`src/rtl/uart_pkg.sv`:
```
// Shared types and helpers for the parametrised UART receiver.
package uart_pkg;

    typedef enum logic [2:0] {
        IDLE,
        START,
        DATA,
        PARITY,
        STOP
    } uart_rx_state_t;

    localparam int PAR_EVEN = 0;
    localparam int PAR_ODD  = 1;

    // Sample point of a bit period; the majority window is centred on it.
    function automatic int uart_mid(input int bit_clk);
        return bit_clk / 2;
    endfunction

endpackage

```
`src/rtl/uart_rx_sync.sv`:
```
// Two-flop synchroniser for rxd plus a 3-sample majority voter over the
// synchronised stream; everything resets to the idle-high line level.
module uart_rx_sync (
    input  logic clk,
    input  logic rst,
    input  logic rxd,
    output logic rxs,
    output logic maj
);

    logic [1:0] sync_q;
    logic [1:0] hist_q;

    // NOTE: registers use non-blocking assignments so every flop samples the
    // pre-edge value of its neighbour, which is what makes this a shift chain.
    always_ff @(posedge clk) begin
        if (rst) begin
            sync_q <= 2'b11;
            hist_q <= 2'b11;
        end else begin
            sync_q <= {sync_q[0], rxd};
            hist_q <= {hist_q[0], sync_q[1]};
        end
    end

    assign rxs = sync_q[1];
    // hist_q[0] is rxs one cycle ago, hist_q[1] two cycles ago.
    assign maj = (rxs & hist_q[0]) | (rxs & hist_q[1]) | (hist_q[0] & hist_q[1]);

endmodule

```
`src/rtl/uart_rx_frame.sv`:
```
// Parametrised UART receiver with one-entry holding register, error flags,
// overrun pulse and RTS. Define UART_RX_PARITY_EN to add the parity bit check.
module uart_rx_frame
    import uart_pkg::*;
#(
    parameter int BIT_CLK    = 87,
    parameter int DATA_BITS  = 8,
    parameter int STOP_BITS  = 1,
    parameter int PARITY_ODD = 0
) (
    input  logic                 clk,
    input  logic                 rst,
    input  logic                 rxd,
    output logic [DATA_BITS-1:0] rx_data,
    output logic                 rx_valid,
    input  logic                 rx_ready,
    output logic                 frame_err,
    output logic                 parity_err,
    output logic                 overrun,
    output logic                 rts
);

    localparam int CNT_W = $clog2(BIT_CLK);
    localparam int IDX_W = $clog2(DATA_BITS);
    localparam int MID   = uart_mid(BIT_CLK);

    localparam logic [CNT_W-1:0] CNT_LAST      = CNT_W'(BIT_CLK - 1);
    localparam logic [CNT_W-1:0] CNT_SAMPLE    = CNT_W'(MID + 1);
    localparam logic [IDX_W-1:0] IDX_LAST_DATA = IDX_W'(DATA_BITS - 1);
    localparam logic [IDX_W-1:0] IDX_LAST_STOP = IDX_W'(STOP_BITS - 1);

    logic rxs;
    logic maj;

    uart_rx_sync u_sync (
        .clk (clk),
        .rst (rst),
        .rxd (rxd),
        .rxs (rxs),
        .maj (maj)
    );

    uart_rx_state_t         state_q, state_d;
    logic [CNT_W-1:0]       cnt_q, cnt_d;
    logic [IDX_W-1:0]       idx_q, idx_d;
    logic [DATA_BITS-1:0]   shift_q, shift_d;
    logic                   ferr_q, ferr_d;
    logic [DATA_BITS-1:0]   data_q, data_d;
    logic                   valid_q, valid_d;
    logic                   frame_err_q, frame_err_d;
    logic                   overrun_q, overrun_d;
    logic                   sample;
    logic                   bit_end;
    logic                   commit;

`ifdef UART_RX_PARITY_EN
    logic                   perr_q, perr_d;
    logic                   parity_err_q, parity_err_d;
`else
    logic                   unused_parity_cfg;
    assign unused_parity_cfg = (PARITY_ODD != 0);
`endif

    assign sample  = (cnt_q == CNT_SAMPLE);
    assign bit_end = (cnt_q == CNT_LAST);

    // NOTE: every signal driven here gets its hold value first, so no path
    // through the case statement can leave one unassigned and infer a latch.
    always_comb begin
        state_d     = state_q;
        cnt_d       = bit_end ? '0 : cnt_q + CNT_W'(1);
        idx_d       = idx_q;
        shift_d     = shift_q;
        ferr_d      = ferr_q;
        data_d      = data_q;
        valid_d     = valid_q;
        frame_err_d = frame_err_q;
        overrun_d   = 1'b0;
        commit      = 1'b0;
`ifdef UART_RX_PARITY_EN
        perr_d       = perr_q;
        parity_err_d = parity_err_q;
`endif

        unique case (state_q)
            IDLE: begin
                cnt_d = '0;
                if (!rxs) begin
                    state_d = START;
                    ferr_d  = 1'b0;
`ifdef UART_RX_PARITY_EN
                    perr_d  = 1'b0;
`endif
                end
            end
            START: begin
                if (sample && maj) begin
                    state_d = IDLE;
                    cnt_d   = '0;
                end else if (bit_end) begin
                    state_d = DATA;
                    idx_d   = '0;
                end
            end
            DATA: begin
                if (sample) begin
                    for (int i = 0; i < DATA_BITS; i++) begin
                        if (idx_q == IDX_W'(i)) shift_d[i] = maj;
                    end
                end
                if (bit_end) begin
                    if (idx_q == IDX_LAST_DATA) begin
                        idx_d   = '0;
`ifdef UART_RX_PARITY_EN
                        state_d = PARITY;
`else
                        state_d = STOP;
`endif
                    end else begin
                        idx_d = idx_q + IDX_W'(1);
                    end
                end
            end
`ifdef UART_RX_PARITY_EN
            PARITY: begin
                if (sample) perr_d = (^shift_q) ^ maj ^ (PARITY_ODD == PAR_ODD);
                if (bit_end) begin
                    state_d = STOP;
                    idx_d   = '0;
                end
            end
`endif
            STOP: begin
                if (sample) begin
                    ferr_d = ferr_q | ~maj;
                    // Finish at mid stop bit so a back-to-back start edge is seen.
                    if (idx_q == IDX_LAST_STOP) begin
                        commit  = 1'b1;
                        state_d = IDLE;
                        cnt_d   = '0;
                        idx_d   = '0;
                    end
                end
                if (bit_end && !commit) idx_d = idx_q + IDX_W'(1);
            end
            default: begin
                state_d = IDLE;
                cnt_d   = '0;
            end
        endcase

        if (commit) begin
            if (!valid_q || rx_ready) begin
                data_d      = shift_q;
                frame_err_d = ferr_q | ~maj;
                valid_d     = 1'b1;
`ifdef UART_RX_PARITY_EN
                parity_err_d = perr_q;
`endif
            end else begin
                overrun_d = 1'b1;
            end
        end else if (valid_q && rx_ready) begin
            valid_d = 1'b0;
        end
    end

    always_ff @(posedge clk) begin
        if (rst) begin
            state_q     <= IDLE;
            cnt_q       <= '0;
            idx_q       <= '0;
            shift_q     <= '0;
            ferr_q      <= 1'b0;
            data_q      <= '0;
            valid_q     <= 1'b0;
            frame_err_q <= 1'b0;
            overrun_q   <= 1'b0;
        end else begin
            state_q     <= state_d;
            cnt_q       <= cnt_d;
            idx_q       <= idx_d;
            shift_q     <= shift_d;
            ferr_q      <= ferr_d;
            data_q      <= data_d;
            valid_q     <= valid_d;
            frame_err_q <= frame_err_d;
            overrun_q   <= overrun_d;
        end
    end

`ifdef UART_RX_PARITY_EN
    always_ff @(posedge clk) begin
        if (rst) begin
            perr_q       <= 1'b0;
            parity_err_q <= 1'b0;
        end else begin
            perr_q       <= perr_d;
            parity_err_q <= parity_err_d;
        end
    end
    assign parity_err = parity_err_q;
`else
    assign parity_err = 1'b0;
`endif

    assign rx_data   = data_q;
    assign rx_valid  = valid_q;
    assign frame_err = frame_err_q;
    assign overrun   = overrun_q;
    assign rts       = ~valid_q;

endmodule

```
`config.mk`:
```
export PLATFORM = sky130hd
export DESIGN_NAME = uart_rx_frame
export DESIGN_NICKNAME = d
export VERILOG_FILES = /design/src/rtl/uart_pkg.sv /design/src/rtl/uart_rx_sync.sv /design/src/rtl/uart_rx_frame.sv
export SDC_FILE = /design/constraint.sdc
export NUM_CORES = 1
export LEC_CHECK = 0
export ABC_AREA = 1
export CAP_MARGIN = 25
export CORE_MARGIN = 2
export CORE_UTILIZATION = 30
export DETAILED_ROUTE_END_ITERATION = 10
export PLACE_DENSITY = 0.53
export SETUP_SLACK_MARGIN = 0.1
export SYNTH_ARGS = -nofsm -noshare
export SYNTH_HDL_FRONTEND = slang
export SYNTH_SLANG_ARGS = --single-unit
export TNS_END_PERCENT = 1
```
`constraint.sdc`:
```
create_clock -name clk -period 3.55 [get_ports clk]
set_clock_uncertainty 0.2 [all_clocks]
set_input_delay 0.71 -clock clk [delete_from_list [all_inputs] [get_ports clk]]
set_output_delay 0.71 -clock clk [all_outputs]
set_load 0.02 [all_outputs]
```
* Yosys cells after proc, flatten, opt, wreduce, memory -nomap -nowiden
Cells that the tools add are included.
Cells by class: magnitude comparators 0, bitwise operators 9, reduce and logical (&&, ||, !) cells 25, divide/modulo/power cells 0, shift operators 0, multipliers 0, muxes and demuxes 30, eq/ne operators 23, add/subtract/negate cells 2
Operator list (count):
- 3-bit 2-to-1 mux | 12
- 7-bit 2-to-1 mux | 4
- 3-bit AND reduction | 9
- 7-bit one-hot mux with 3 select lines | 1
- 3-bit equality test (second input constant) | 5
- 2-bit != test (second input constant) | 7
- 3-bit one-hot mux with 4 select lines | 1
- 6-bit AND reduction | 2
- 1-bit 2-to-1 mux | 10
- 3-bit by 2-bit equality test with 1-bit output (second input constant) | 3
- 3-bit != test (second input constant) | 3
- 3-bit one-hot mux with 3 select lines | 1
- 7-bit by 1-bit adder with 7-bit output (second input constant) | 1
- 7-bit by 6-bit equality test with 1-bit output (second input constant) | 1
- 7-bit equality test (second input constant) | 1
- 3-bit by 1-bit equality test with 1-bit output (second input constant) | 2
- 3-bit zero test | 2
- 2-bit AND reduction | 2
- 2-bit nonzero test | 2
- 3-bit by 1-bit adder with 3-bit output (second input constant) | 1
- 1-bit AND | 3
- 1-bit logical AND | 3
- 1-bit inverter | 3
- 1-bit OR | 3
- other kinds (6) | 7
Storage, ports and cells: memories 0, latch bits 0, memory bits (read-only) 0, bits in writable memories 0, bits in registers 37

* Longest topological paths before layout
word-level depth 8, mapped depth 11, mapped depth without buffers 11

* Hierarchy
Synthesis repeated with hierarchy kept, for this count alone.
Second synthesis, totals: cell total of the unflattened synthesis 257, area total of the unflattened synthesis 1900.6 um^2
Modules (own cells, without submodules):
- uart_rx_frame | times used 1, area each 1779.2 um^2, seq. area each 660.6 um^2, cells each 245
- uart_rx_sync | times used 1, area each 121.4 um^2, seq. area each 80.1 um^2, cells each 12

* Least setup slack after synthesis
Ideal clock, no wire load.
path kind input-to-reg, from in rst, to reg shift_q[1], stages on the path 5, setup time 119 ps, setup slack 1880 ps, arrival 1351 ps, buffers on the path 2, cell sequence clkbuf_1 > inv_1 > buf_4 > o21ai_0 > a21oi_1
RTL lines:
- start: declaration | RTL line uart_rx_frame.sv:12 | input logic rst,
- end signal: assignment | RTL line uart_rx_frame.sv:183 | shift_q <= shift_d;
- end: declaration | RTL line uart_rx_frame.sv:46 | logic [DATA_BITS-1:0] shift_q, shift_d;

==> results.py <==
metrics = {
    "sta": {
        "worstMarginPinSlew_ps": 759,
        "tns_ps": 0,
        "maxSlewHeadroom": 0.493,
        "worst_hold_slack_ps": 212,
        "drv_slew": 0,
        "finalHoldViolations": 0,
        "rsz0062_at_grt": "no",
        "finalSetupViolCount": 0,
        "max_freq_mhz": 416,
        "fin_crit_sh": 0.677,
        "fin_crit_ps": 2400,
    },
    "place": {
        "hpwl_um": 2630,
        "port_buffers": 15,
        "placed_cell_area_um2": 2050,
        "place.gp.congestion": 0.804,
        "placedCellCount": 325,
    },
    "die": {
        "start_util": 0.309,
        "die_x_um": 82.1,
        "die-area_um2": 6750,
        "dieHeight_um": 82.1,
        "row_count": 28,
        "io_pins": 17,
        "coreArea_um2": 5920,
    },
    "cells_and_area": {
        "stdcell_count": 333,
        "design_area_um2": 2170,
        "final_nets": 270,
        "area_growth_pct": 18.4,
        "final_core_util": 0.366,
        "antenna_cells": 0,
        "fillers": 618,
        "drive_gt1_frac": 0.147,
    },
    "detailed_routing": {
        "drc": 0,
        "drtIter0Drc": 45,
        "routed_wl_um": 3490,
        "wl_per_cell_um": 10.5,
        "detail-route-antenna-nets": 0,
        "num_vias": 1482,
        "drt_first_pass_iters": 5,
        "vias_per_cell": 4.45,
    },
    "clock_tree": {
        "cts_tree": "done",
        "cts-root-buf": "clkbuf_8",
        "cts.path.max_buffers": 2,
        "cts_hold_buf": 0,
        "cts_num_sinks": 37,
        "clock_latency_ps": 290,
        "htreeDepth": 2,
        "cts-buffers-inserted": 5,
        "cts_resized": 0,
        "post_cts_buffers": 0,
        "clk_pin_slew_worst_paths_ps": 80,
    },
    "logic_synthesis": {
        "synth_area_um2": 1830,
        "syn-num-nets": 252,
        "yosysSeqAreaShare": 0.404,
        "synth_area_leaders": "dfxtp_1, nand3_1, nand2_1",
        "yosysTopAreaCellShare": 0.404,
        "synth-edff-count": 0,
        "yosys_register_bits": 37,
        "yosysMostFrequentCell": "dfxtp_1",
        "async_flop_share": 0,
        "yosys-top-cells-count": "dfxtp_1, nand2_1, inv_1, nor2_1, nand3_1",
        "synth.avg_cell_area_um2": 7.66,
        "ys_types": 27,
        "ys_warn_count": 0,
        "ys.flop_type": "dfxtp_1",
        "netlist_instances": 239,
        "yosys.area.top_type": "dfxtp_1",
    },
    "min_path": {
        "hold_class": "flip-flop to flip-flop",
        "min_from": "u_sync.sync_q[0]$_SDFF_PP1_",
        "hold_path_end": "u_sync.sync_q[1]$_SDFF_PP1_",
        "min_path_cells": 1,
    },
    "critical_path": {
        "critPathKind": "primary input to flip-flop",
        "start_kind": "primary input",
        "path_buf_inv": 2,
        "r2r_slack_ps": 1690,
        "required_ps": 3500,
        "rr_worst_depth": 9,
        "critPathTopFamily": "buffers and inverters",
        "crit_fanout": 19,
        "startpoint": "rst",
        "crit_path_end_kind": "flip-flop",
        "arrival_ps": 2360,
        "regToRegEndpoint": "rx_data[3]$_SDFFE_PP0P_",
        "worstPathCellList": "clkdlybuf4s50_1 -> inv_1 -> nand3_1 -> o21ai_0",
        "crit_cells": 4,
        "slowest_delay_ps": 960,
        "rr_startpoint": "idx_q[0]$_SDFFE_PP0P_",
        "cpMaxStageDelayCell": "clkdlybuf4s50_1",
    },
    "pwr": {
        "power-per-cell-area_nw_per_um2": 484,
        "leakagePower_nw": 0.867,
        "ir_drop_uv": 196,
    },
    "job": {
        "max-cap-violations": 0,
    },
    "global_route": {
        "grt_pass1_vias": 1397,
        "grt_pass1_wl_um": 6090,
        "grt_start_max_net_pins": 20,
        "antenna_found_initial": 0,
        "grt_use_total": 0.117,
        "grt.overflow.total": 0,
    },
    "run_status": {
        "status": "finished, final reports clean",
    },
}
placed cells by master, fill, tap and decap left out, types with 5 or more instances in the layout:
cell type | netlist | final
a21oi_1 | 17 | 17
clkbuf_8 | 0 | 5
dfxtp_1 | 37 | 37
nand2_2 | 9 | 9
o21ai_0 | 6 | 6
clkdlybuf4s50_1 | 0 | 15
ha_1 | 9 | 9
nand3_2 | 5 | 5
nand2_1 | 33 | 33
nand4_1 | 8 | 8
nor2_1 | 27 | 27
inv_1 | 29 | 29
nand3_1 | 25 | 25
final cells by class:
class / count / area [µm²] / share of cell area
timing repair buffer: 15 / 150 / 0.0692
tap: 75 / 93.8 / 0.0433
clock inverter: 3 / 46.3 / 0.0214
clock buffer: 5 / 68.8 / 0.0317
sequential: 37 / 741 / 0.342
multi-input combinational: 164 / 941 / 0.434
inverter: 34 / 128 / 0.0589
sequential cells by signal, indices dropped and copies added (netlist names):
| register | count |
|---|---|
| state_q | 3 |
| rx_data | 8 |
| frame_err | 1 |
| u_sync.sync_q | 2 |
| rx_valid | 1 |
| idx_q | 3 |
| overrun | 1 |
| shift_q | 8 |
| ferr_q | 1 |
| u_sync.hist_q | 2 |
| cnt_q | 7 |
worst max-delay path by stage:
stage	endpoint	slack, ps
6_report	rx_valid$_SDFFE_PP0P_	1150
5_1_grt	rx_valid$_SDFFE_PP0P_	970
4_1_cts	rx_valid$_SDFFE_PP0P_	1120
3_5_place_dp	rx_valid$_SDFFE_PP0P_	800
3_3_place_gp	rx_valid$_SDFFE_PP0P_	850
2_1_floorplan	shift_q[1]$_SDFFE_PP0P_	1880
power breakdown:
| part | switching [W] | internal (W) | leakage, nW | total (W) |
|---|---|---|---|---|
| Combinational | 0.000144 | 0.0000732 | 0.513 | 0.000217 |
| Clock | 0.000165 | 0.000210 | 0.0543 | 0.000376 |
| Sequential | 0.0000234 | 0.000433 | 0.299 | 0.000456 |
kinds of logic (layout without fill, tap and decap cells):
family	Yosys count	after routing	share of synthesized area
AOI/OAI and AO/OA	29	29	0.0888
DFF	37	37	0.404
xor gates and xnor gates	5	5	0.0239
buffers and inverters	38	57	0.0820
other	1	1	0.00205
adders and majority gates	9	9	0.0615
and+or+nand+nor	120	120	0.337
worst register-to-register path, delay by kind of cell (launching register included):
kind	cells	cell delay [ps]
buffers and inverters	2	220
and+or+nand+nor	5	670
DFF	1	350
adders and majority gates	1	220
AOI/OAI and AO/OA	1	50
per-layer routing:
metal / track usage / vias up / wire, µm
met4: 0.0467 / 0 / 62
met3: 0.0304 / 5 / 101
met1: 0.134 / 650 / 1660
met5: 0 / - / 0
met2: 0.207 / 23 / 1660
li1: - / 804 / -
metrics by stage:
stage,total power [W],setup WS (ps)
final,0.00105,1150
after global routing,0.00111,974
after detailed placement,0.000684,798
after CTS,0.00106,1120
after floorplan,0.000640,1880
after global placement,0.000683,852
(Power assumes the default switching activity.)
